<file path="src/rtl/alu_pkg.sv">
// Shared definitions for the ALU sequencer: data width, op-code values,
// FSM state encoding and the single-cycle operation function.
package alu_pkg;

    localparam int WIDTH  = 32;
    localparam int OP_W   = 5;
    localparam int ITER_W = 6;

    localparam logic [OP_W-1:0] OP_OR  = 5'd0;
    localparam logic [OP_W-1:0] OP_AND = 5'd1;
    localparam logic [OP_W-1:0] OP_ADD = 5'd2;
    localparam logic [OP_W-1:0] OP_SUB = 5'd3;
    localparam logic [OP_W-1:0] OP_NEG = 5'd4;
    localparam logic [OP_W-1:0] OP_SHR = 5'd5;
    localparam logic [OP_W-1:0] OP_SHL = 5'd6;
    localparam logic [OP_W-1:0] OP_MUL = 5'd7;
    localparam logic [OP_W-1:0] OP_DIV = 5'd8;

    // Counter value of the final multiply/divide iteration.
    localparam logic [ITER_W-1:0] LAST_ITER = 6'd31;

    localparam logic [WIDTH-1:0] ONE_W = 32'd1;

    typedef enum logic [1:0] {
        ST_IDLE     = 2'd0,
        ST_MUL_ITER = 2'd1,
        ST_DIV_ITER = 2'd2,
        ST_DONE     = 2'd3
    } state_t;

    // Result of the operations that complete on the accepting edge.
    // Unknown op-codes (and MUL/DIV, which never use this path) fall back to AND.
    function automatic logic [WIDTH-1:0] single_cycle_result(
        input logic [OP_W-1:0]  op,
        input logic [WIDTH-1:0] a,
        input logic [WIDTH-1:0] b
    );
        logic [WIDTH-1:0] r;
        case (op)
            OP_OR:   r = a | b;
            OP_AND:  r = a & b;
            OP_ADD:  r = a + b;
            OP_SUB:  r = a - b;
            OP_NEG:  r = ~a + ONE_W;
            OP_SHR:  r = {1'b0, a[WIDTH-1:1]};
            OP_SHL:  r = {a[WIDTH-2:0], 1'b0};
            default: r = a & b;
        endcase
        return r;
    endfunction

endpackage

</file>
<file path="src/rtl/mul_div_iter.sv">
// Iterative datapath shared by unsigned multiply and restoring divide.
// acc holds the product high word / partial remainder, shreg holds the
// multiplier (becoming the product low word) / dividend (becoming the
// quotient), opnd holds the multiplicand / divisor. One step per edge.
module mul_div_iter
    import alu_pkg::*;
(
    input  logic              clk_i,
    input  logic              rst_i,
    input  logic              load_i,
    input  logic              is_div_i,
    input  logic              step_i,
    input  logic [WIDTH-1:0]  a_i,
    input  logic [WIDTH-1:0]  b_i,
    output logic              last_o,
    output logic [WIDTH-1:0]  hi_next_o,
    output logic [WIDTH-1:0]  lo_next_o
);

    logic [WIDTH-1:0]  acc_q,   acc_d;
    logic [WIDTH-1:0]  shreg_q, shreg_d;
    logic [WIDTH-1:0]  opnd_q,  opnd_d;
    logic [ITER_W-1:0] cnt_q,   cnt_d;
    logic              is_div_q, is_div_d;

    logic [WIDTH:0]    mul_sum;
    logic [WIDTH:0]    div_shift;
    logic [WIDTH-1:0]  div_diff;
    logic              div_fits;
    logic [WIDTH-1:0]  step_hi;
    logic [WIDTH-1:0]  step_lo;

    // One shift-add or restoring-subtract step computed from the current registers.
    always_comb begin
        mul_sum   = {1'b0, acc_q} + (shreg_q[0] ? {1'b0, opnd_q} : '0);
        div_shift = {acc_q, shreg_q[WIDTH-1]};
        div_fits  = (div_shift >= {1'b0, opnd_q});
        // When the divisor fits the difference is below 2^WIDTH, so the
        // truncated subtraction is exact.
        div_diff  = div_shift[WIDTH-1:0] - opnd_q;
        if (is_div_q) begin
            step_hi = div_fits ? div_diff : div_shift[WIDTH-1:0];
            step_lo = {shreg_q[WIDTH-2:0], div_fits};
        end else begin
            step_hi = mul_sum[WIDTH:1];
            step_lo = {mul_sum[0], shreg_q[WIDTH-1:1]};
        end
    end

    // Load operands on accept, otherwise advance one step while iterating.
    always_comb begin
        acc_d    = acc_q;
        shreg_d  = shreg_q;
        opnd_d   = opnd_q;
        cnt_d    = cnt_q;
        is_div_d = is_div_q;
        if (load_i) begin
            acc_d    = '0;
            shreg_d  = is_div_i ? a_i : b_i;
            opnd_d   = is_div_i ? b_i : a_i;
            cnt_d    = '0;
            is_div_d = is_div_i;
        end else if (step_i) begin
            acc_d   = step_hi;
            shreg_d = step_lo;
            cnt_d   = cnt_q + 6'd1;
        end
    end

    // Datapath registers with synchronous reset.
    always_ff @(posedge clk_i) begin
        if (rst_i) begin
            acc_q    <= '0;
            shreg_q  <= '0;
            opnd_q   <= '0;
            cnt_q    <= '0;
            is_div_q <= 1'b0;
        end else begin
            acc_q    <= acc_d;
            shreg_q  <= shreg_d;
            opnd_q   <= opnd_d;
            cnt_q    <= cnt_d;
            is_div_q <= is_div_d;
        end
    end

    // The final step's values go straight to the result registers upstream.
    always_comb begin
        last_o    = step_i && (cnt_q == LAST_ITER);
        hi_next_o = step_hi;
        lo_next_o = step_lo;
    end

endmodule

</file>
<file path="src/rtl/alu_sequencer.sv">
// ALU sequencer: single-cycle logic/arithmetic ops plus 32-step unsigned
// multiply and divide. Handshake: start is sampled only while the FSM is in
// IDLE or DONE; that edge captures op/a/b, and done pulses for exactly one
// cycle when the result registers have been updated.
module alu_sequencer #(
    parameter int WIDTH = alu_pkg::WIDTH
) (
    input  logic                 clock,
    input  logic                 reset,
    input  logic                 start,
    input  logic [4:0]           op,
    input  logic [WIDTH-1:0]     a,
    input  logic [WIDTH-1:0]     b,
    output logic                 busy,
    output logic                 done,
    output logic [WIDTH-1:0]     result_lo,
    output logic [WIDTH-1:0]     result_hi,
    output logic                 div_by_zero,
    output alu_pkg::state_t      state_dbg
);

    import alu_pkg::*;

    state_t state_q, state_d;

    logic [WIDTH-1:0] res_lo_q, res_lo_d;
    logic [WIDTH-1:0] res_hi_q, res_hi_d;
    logic             dbz_q, dbz_d;

    logic             accept;
    logic             is_mul;
    logic             is_div;
    logic             b_zero;
    logic             iter_load;
    logic             iter_step;
    logic             iter_last;
    logic [WIDTH-1:0] iter_hi;
    logic [WIDTH-1:0] iter_lo;

    // Decode of the request presented at this edge.
    always_comb begin
        accept    = start && ((state_q == ST_IDLE) || (state_q == ST_DONE));
        is_mul    = (op == OP_MUL);
        is_div    = (op == OP_DIV);
        b_zero    = (b == '0);
        iter_load = accept && (is_mul || (is_div && !b_zero));
        iter_step = (state_q == ST_MUL_ITER) || (state_q == ST_DIV_ITER);
    end

    mul_div_iter u_iter (
        .clk_i     (clock),
        .rst_i     (reset),
        .load_i    (iter_load),
        .is_div_i  (is_div),
        .step_i    (iter_step),
        .a_i       (a),
        .b_i       (b),
        .last_o    (iter_last),
        .hi_next_o (iter_hi),
        .lo_next_o (iter_lo)
    );

    // State register; reset wins over any request at the same edge.
    always_ff @(posedge clock) begin
        if (reset) begin
            state_q <= ST_IDLE;
        end else begin
            state_q <= state_d;
        end
    end

    // Next-state logic.
    always_comb begin
        state_d = state_q;
        case (state_q)
            ST_IDLE, ST_DONE: begin
                if (start) begin
                    if (is_mul) begin
                        state_d = ST_MUL_ITER;
                    end else if (is_div && !b_zero) begin
                        state_d = ST_DIV_ITER;
                    end else begin
                        state_d = ST_DONE;
                    end
                end else if (state_q == ST_DONE) begin
                    state_d = ST_IDLE;
                end
            end
            ST_MUL_ITER, ST_DIV_ITER: begin
                if (iter_last) begin
                    state_d = ST_DONE;
                end
            end
            default: state_d = ST_IDLE;
        endcase
    end

    // Moore outputs decoded from the current state.
    always_comb begin
        busy      = (state_q == ST_MUL_ITER) || (state_q == ST_DIV_ITER);
        done      = (state_q == ST_DONE);
        state_dbg = state_q;
    end

    // Result update: single-cycle ops and divide-by-zero on accept, iterative
    // ops on their last step; values hold otherwise.
    always_comb begin
        res_lo_d = res_lo_q;
        res_hi_d = res_hi_q;
        dbz_d    = dbz_q;
        if (accept && !iter_load) begin
            if (is_div) begin
                res_lo_d = '1;
                res_hi_d = a;
                dbz_d    = 1'b1;
            end else begin
                res_lo_d = single_cycle_result(op, a, b);
                res_hi_d = '0;
                dbz_d    = 1'b0;
            end
        end else if (iter_last) begin
            res_lo_d = iter_lo;
            res_hi_d = iter_hi;
            dbz_d    = 1'b0;
        end
    end

    // Result registers.
    always_ff @(posedge clock) begin
        if (reset) begin
            res_lo_q <= '0;
            res_hi_q <= '0;
            dbz_q    <= 1'b0;
        end else begin
            res_lo_q <= res_lo_d;
            res_hi_q <= res_hi_d;
            dbz_q    <= dbz_d;
        end
    end

    assign result_lo   = res_lo_q;
    assign result_hi   = res_hi_q;
    assign div_by_zero = dbz_q;

endmodule

</file>
<file path="config.mk">
export PLATFORM = sky130hd
export DESIGN_NAME = alu_sequencer
export DESIGN_NICKNAME = d
export VERILOG_FILES = /design/src/rtl/alu_pkg.sv /design/src/rtl/mul_div_iter.sv /design/src/rtl/alu_sequencer.sv
export SDC_FILE = /design/constraint.sdc
export NUM_CORES = 1
export LEC_CHECK = 0
export BUFFER_PORTS_ARGS = -buffer_cell sky130_fd_sc_hd__buf_2
export CORE_MARGIN = 2
export CORE_UTILIZATION = 35
export CTS_CLUSTER_DIAMETER = 60
export CTS_CLUSTER_SIZE = 20
export DETAILED_ROUTE_END_ITERATION = 16
export GPL_ROUTABILITY_DRIVEN = 0
export SLEW_MARGIN = 30
export SYNTH_ARGS = -nofsm -noshare
export SYNTH_HDL_FRONTEND = slang
export SYNTH_SLANG_ARGS = --single-unit
</file>
<file path="constraint.sdc">
create_clock -name clock -period 5.16 [get_ports clock]
set_clock_uncertainty 0.2 [all_clocks]
set_input_delay 0 -clock clock [delete_from_list [all_inputs] [get_ports clock]]
set_output_delay 0 -clock clock [all_outputs]
set_load 0.05 [all_outputs]
</file>
==> results of run 1 <==
-- kinds of logic (layout without fill, tap and decap cells) --
logic type,Yosys count,count (layout)
and+or+nand+nor,786,786
AOI/OAI and AO/OA,752,752
buffers and inverters,258,389
DFF,170,170
xor gates and xnor gates,122,122
adders and majority gates,104,104
muxes,52,52
other,0,1
-- state kept, by name, indices dropped and copies added (netlist names) --
| signal | count |
|---|---|
| state_dbg | 2 |
| u_iter.shreg_q | 32 |
| result_hi | 32 |
| result_lo | 32 |
| u_iter.acc_q | 32 |
| u_iter.cnt_q | 6 |
| u_iter.opnd_q | 32 |
| u_iter.is_div_q | 1 |
| div_by_zero | 1 |
-- critical path, stage by stage --
cell and delay [ps]:
dlygate4sd3_1 530, buf_2 160, inv_1 90, ha_1 180, or4b_4 510, o41ai_1 360
xor2_1 210, ha_1 310, and3_1 230, and4_1 210, a31oi_1 190, nand2_1 140
a211oi_1 400, o21ai_0 270, a41o_1 360, o41ai_1 390, o221ai_1 190
-- Yosys cell counts, drive strengths merged (47+ instances only) --
library cell	count	area share
a21o	50	0.023
a21oi	242	0.076
clkbuf	145	0.034
dfxtp	170	0.21
ha	101	0.079
inv	73	0.017
nand2	281	0.066
nand3	47	0.015
nor2	242	0.058
nor3	57	0.018
o21ai	125	0.039
xnor2	71	0.039
xor2	51	0.028
-- worst max-delay path by stage --
| stage | from | endpoint | slack [ps] | depth (start not counted) |
|---|---|---|---|---|
| after floorplan | op[4] | result_lo[31] | 1140 | 18 |
| after global placement | b[0] | result_lo[31] | 770 | 18 |
| after detailed placement | b[0] | result_lo[31] | 700 | 18 |
| after CTS | b[0] | result_lo[31] | 630 | 19 |
| after global routing | b[1] | result_lo[30] | 280 | 17 |
| final | b[0] | result_lo[30] | 540 | 17 |
-- metal layers --
layer | track usage | share of wire | routed length (µm) | vias to the layer above
met5 | 0 | 0 | 0 | -
met3 | 0.03696 | 0.085 | 5185 | 115
met4 | 0.09048 | 0.028 | 1726 | 0
met1 | 0.3433 | 0.44 | 26650 | 8427
met2 | 0.4098 | 0.45 | 27650 | 886
li1 | - | - | - | 8396
-- cell type report --
class | count | area (µm²) | area share
clock buffer | 21 | 470.5 | 0.02521
multi-input combinational | 1816 | 11590 | 0.6214
tap | 600 | 750.7 | 0.04023
antenna | 1 | 2.502 | 0.0001341
sequential | 170 | 3407 | 0.1826
clock inverter | 11 | 108.9 | 0.005834
inverter | 74 | 277.8 | 0.01489
timing repair buffer | 283 | 2047 | 0.1097
-- placed cells by master, fill, tap and decap left out, types with 11 or more instances in the layout --
cell,count
o21a_1,11
inv_1,72
nor2b_1,13
buf_2,139
mux2i_1,38
ha_1,100
a221oi_1,26
nand2b_1,25
buf_4,36
o21ai_0,122
a311oi_1,43
and2_1,37
nand2_1,280
nor2_1,236
mux2_2,14
xor2_1,51
nand3_1,46
a222oi_1,20
o22ai_1,17
a31oi_1,21
dlygate4sd3_1,108
xnor2_1,71
a22oi_1,39
a211oi_1,34
nand4_1,14
nor3_1,56
a21o_1,50
o211ai_1,30
dfxtp_1,169
clkbuf_16,17
a21oi_1,239
-- timing repair --
action                     CTS  global route
hold buffers               108             0
gates resized for setup      0             0
hold endpoints to repair   122             0
setup endpoints to repair    0             0
-- stage by stage --
stage	utilization	std cells	cell area, µm²
floorplan	-	2244	16000
global placement	0.3752	2835	16990
detailed placement	0.3752	2835	16990
CTS	0.4119	2975	18650
global route	0.4121	2976	18660
finish	0.4121	2976	18660
-- report_power, final --
group	internal, µW	total [µW]	switching [µW]
sequential	1440	1580	138
clock	711	1340	632
combinational	1170	3280	2110
==> metrics.md, run 1 <==
| Metric | Value |
|---|---|
| Status | `complete, no violations` |
| Worst min path class | `in -> reg` |
| CP startpoint kind | `input port` |
| Ys Warns | `0` |
| Crit path arrival time | `4740 ps` |
| Via density | `5.989` |
| Critical path class | `in -> reg` |
| CTS H-tree depth | `4` |
| Maximum vdd drop | `330.8 µV` |
| WL per Instance | `20.57 µm` |
| Drt pass-1 iters | `6` |
| RR Startpoint | `u_iter.opnd_q[12]` |
| Mapped Nets | `2,420` |
| First-pass GRT wire length | `94.91 mm` |
| TNS Setup | `0 ps` |
| Clock transition at path regs | `70 ps` |
| R2r setup slk | `710 ps` |
| Adder-cell area share of the yosys netlist | `0.08276` |
| Register-to-Register Path Depth | `13` |
| DRT Wirelength | `61.21 mm` |
| Synth Area in Compound Gates | `0.3141` |
| Area growth syn-to-layout | `16.65%` |
| Post-synth ARST share | `0` |
| Final setup vio count | `0` |
| Final WS setup | `535.4 ps` |
| CTS tree | `done` |
| Netlist cell types | `83` |
| WHS | `47.54 ps` |
| Pwr/cell area | `332.6 nW/µm²` |
| Post-synthesis simple-gate area fraction | `0.2246` |
| Share of layout cells above drive strength 1 | `0.1112` |
| CP required | `5280 ps` |
| Core Area | `45,280 µm²` |
| Main combinational cell family by area after synthesis | `compound AO/OA/AOI/OAI gates` |
| DP Worst Slack | `697.2 ps` |
| CTS sink cnt | `170` |
| CTS root buffer | `clkbuf_16` |
| Slew margin rel. | `0.3460` |
| Fin crit share | `0.8962` |
| Yosys reg bits | `170` |
| Die X | `217.8 µm` |
| Gate Count Post-Synth | `2,244` |
| Vias in the first global route | `16,924` |
| Initial antenna violation count | `1` |
| Multiplexer share of the synthesized area | `0.03364` |
| Clk_lat worst skew | `470 ps` |
| Die area | `47,430 µm²` |
| PortBufs | `140` |
| Count of pins over their slew limit | `0` |
| Worst-Margin Slew | `976.5 ps` |
| Fmax | `216.2 MHz` |
| DR iter-0 viols | `1,825` |
| Vias | `17,824` |
| Synth Area in XOR/XNOR | `0.06680` |
| Fin crit period | `4625 ps` |
| Syn_area_per_cell | `7.128 µm²` |
| GRT Total Usage | `0.2537` |
| # Max-Cap Violations | `0` |
| Setup bufs post-CTS | `0` |
| Unrepaired setup endpoints after global routing | `no` |
| Largest net degree at the start of global routing | `77` |
| Pwr Total | `6206 µW` |
| Layout Nets | `2,538` |
| Post-synth EDFFs | `0` |
| Crit-path max FO | `6` |
| Static Leakage | `0.007658 µW` |
| Predominant post-synthesis flop cell | `dfxtp_1` |
| GR Overflow Total | `0` |
| Total CTS buffers | `17` |
| IO Count | `141` |
| Post-route ant nets | `0` |
| Hold endpoint | `result_lo[11]` |
| Netlist Area Pre-Place | `16,000 µm²` |
| Fin. Hold Viols | `0` |
| DRC | `0` |
| Seq/Total Area, Yosys | `0.2128` |
| Fillers | `4,739` |
| Initial core utilization | `0.3532` |
| Min-delay src | `op[4]` |
| Critical path endpoint category | `register` |
| Post-detail-place hpwl | `44.71 mm` |
| Cell Rows | `78` |
| Die height | `217.8 µm` |
| Worst flop-to-flop path endpoint | `result_hi[0]` |
| Longest Clk Path Bufs | `2` |
| Hold Path Cell Cnt | `6` |
No activity file was read; power rests on OpenSTA's default activity.
==> run 2: changes to the inputs <==
--- a/config.mk
+++ b/config.mk
@@ -6,6 +6,7 @@
 export NUM_CORES = 1
 export LEC_CHECK = 0
 export BUFFER_PORTS_ARGS = -buffer_cell sky130_fd_sc_hd__buf_2
+export CORE_ASPECT_RATIO = 0.6
 export CORE_MARGIN = 2
 export CORE_UTILIZATION = 35
 export CTS_CLUSTER_DIAMETER = 60
==> metrics.md, run 2 (synthesis gave the netlist of run 1 again) <==
| Metric | Value |
|---|---|
| First-pass GRT wire length | `95.57 mm (+0.70%)` |
| CP startpoint kind | `input port` |
| Hold Path Cell Cnt | `6 (unchanged)` |
| Ant. Diodes | `0 (-1)` |
| CTS sink cnt | `170 (unchanged)` |
| CP delay by family, top | `compound AO/OA/AOI/OAI gates` |
| Vias in the first global route | `16,150 (-4.6%)` |
| Area growth syn-to-layout | `16.50%` |
| Static Leakage | `0.007640 µW (-0.24%)` |
| Fin crit period | `4826 ps (+201.0 ps)` |
| Final setup vio count | `0 (unchanged)` |
| Clk_lat worst skew | `460 ps (about the same)` |
| Setup bufs post-CTS | `0 (unchanged)` |
| Critical-path top delay cell | `dlygate4sd3_1` |
| Initial antenna violation count | `0 (-1)` |
| Fillers | `4,574 (-3.5%)` |
| Post-cts sizing count | `0 (unchanged)` |
| Die area | `47,480 µm² (+0.12%)` |
| Crit-path max FO | `6 (unchanged)` |
| Most frequent cells in the layout | `280 x nand2_1, 239 x a21oi_1, 236 x nor2_1` |
| TNS Setup | `0 ps (unchanged)` |
| Area of the multi-input gates | `11,590 µm² (unchanged)` |
| PortBufs | `140 (unchanged)` |
| Fmax | `207.2 MHz (-4.2%)` |
| Die height | `169.6 µm (-22%)` |
| CP required | `5270 ps (about the same)` |
| Fin util | `0.4144 (+0.002333)` |
| Drt pass-1 iters | `7 (+1)` |
| CP max stage delay | `540 ps (about the same)` |
| IO Count | `141 (unchanged)` |
| Slew margin rel. | `0.3253 (-0.02078)` |
| Worst min path class | `in -> reg` |
| Commonest non-fill, non-tap cell in the layout | `nand2_1` |
| Unrepaired setup endpoints after global routing | `no` |
| Register-to-Register Path Depth | `12 (-1)` |
| Clock transition at path regs | `90 ps (+20 ps)` |
| CTS tree | `done` |
| FF+latch area | `3407 µm² (unchanged)` |
| Status | `complete, no violations` |
| Count of pins over their slew limit | `0 (unchanged)` |
| Worst-Margin Slew | `1006 ps (+29.38 ps)` |
| DR iter-0 viols | `2,439 (+34%)` |
| Core Area | `44,970 µm² (-0.70%)` |
| Pwr/cell area | `341.1 nW/µm² (+2.6%)` |
| Vias | `17,991 (+0.94%)` |
| Via density | `6.078 (+1.5%)` |
| Post-detail-place hpwl | `46.04 mm (+3.0%)` |
| # Max-Cap Violations | `0 (unchanged)` |
| DRC | `0 (unchanged)` |
| Longest Clk Path Bufs | `2 (unchanged)` |
| Share of layout cells above drive strength 1 | `0.1130 (+0.001875)` |
| DRT Wirelength | `62.31 mm (+1.8%)` |
| Critical path depth in cells | `17 (unchanged)` |
| Crit path arrival time | `4940 ps (+200 ps)` |
| CP Buf/Inv Count | `3 (unchanged)` |
| Fin. Hold Viols | `0 (unchanged)` |
| Fin crit share | `0.9352 (+0.03896)` |
| Largest net degree at the start of global routing | `85 (+10%)` |
| Post-route ant nets | `0 (unchanged)` |
| Critical path endpoint category | `register` |
| Critical-path cell list | `dlygate4sd3_1 -> buf_2 -> inv_1 -> ha_1 -> or4b_4 -> o41ai_1 -> xor2_1 -> ha_1 -> and3_1 -> and4_1 -> a31oi_1 -> nand2_1 -> a211oi_1 -> o21ai_0 -> a41o_1 -> o41ai_1 -> o221ai_1` |
| Critical path class | `in -> reg` |
| GR Overflow Total | `0 (unchanged)` |
| Initial core utilization | `0.3557 (+0.002477)` |
| Maximum vdd drop | `271.7 µV (-18%)` |
| CTS root buffer | `clkbuf_16` |
| Cell Rows | `60 (-23%)` |
| GRT Total Usage | `0.2537 (about the same)` |
| Total CTS buffers | `17 (unchanged)` |
| Layout Nets | `2,534 (-0.16%)` |
| WL per Instance | `21.05 µm (+2.3%)` |
| CTS H-tree depth | `4 (unchanged)` |
| Die X | `280.0 µm (+29%)` |
-- run 2: changes by cell type in the layout (fill, tap and decap cells not counted), sizes merged --
cell,previous run,this run
buf,175,179
bufinv,1,3
clkinv,5,3
clkbuf,21,20
dlygate4sd3,108,100
clkinvlp,1,2
diode,1,0
-- run 2: path summary, 6_finish.rpt --
path	start	end	slack (ps)
setup / recovery	b[0]	result_lo[30]	330
hold / removal	op[0]	result_lo[11]	40
setup reg to reg	u_iter.shreg_q[0]	u_iter.acc_q[29]	470
hold reg to reg	result_lo[23]	result_lo[23]	250
-- run 2: power breakdown --
part	switching (µW)	total, µW	internal [µW]
Clock	626	1410	784
Sequential	143	1590	1440
Combinational	2200	3360	1160
Total	2960	6360	3390
-- run 2: final cells by class --
| type | instances | share of cell area |
|---|---|---|
| clock inverters | 12 | 0.008662 |
| multi-input cells | 1816 | 0.6222 |
| well taps | 589 | 0.03955 |
| inverters | 74 | 0.01491 |
| clock buffers | 20 | 0.02397 |
| repair buffers | 279 | 0.1078 |
| flip-flops and latches | 170 | 0.1828 |
-- run 2: what timing repair did --
item | CTS | global route
hold endpoints to repair | 123 | 0
hold buffers | 100 | 0
endpoints found under the setup margin | 0 | 0
-- run 2: stage by stage --
stage	power [µW]	hold slack (ps)	instances	instance area [µm²]	worst slack [ps]
6_report	6357	42.96	2960	18630	334.4
5_1_grt	6685	106.3	2960	18630	61.36
3_5_place_dp	4791	154.9	2828	17020	562.0
2_1_floorplan	3890	-41.04	2244	16000	1138
3_3_place_gp	4756	147.5	2828	17020	645.1
4_1_cts	6256	37.60	2960	18630	450.6
-- run 2: worst min-delay path, cell delays in order --
cell      delay (ps)
buf_2            190
nand2_1           80
o21ai_0           70
nand2_1           70
a41o_1           170
a221oi_1          70
-- run 2: per-layer routing --
metal | wire length [µm] | up-vias | part of all wire | track usage
met5 | 0 | - | 0 | 0
met4 | 1085 | 0 | 0.017 | 0.05301
met1 | 29450 | 8522 | 0.47 | 0.3822
li1 | - | 8401 | - | -
met3 | 6298 | 96 | 0.10 | 0.04667
met2 | 25480 | 972 | 0.41 | 0.3703
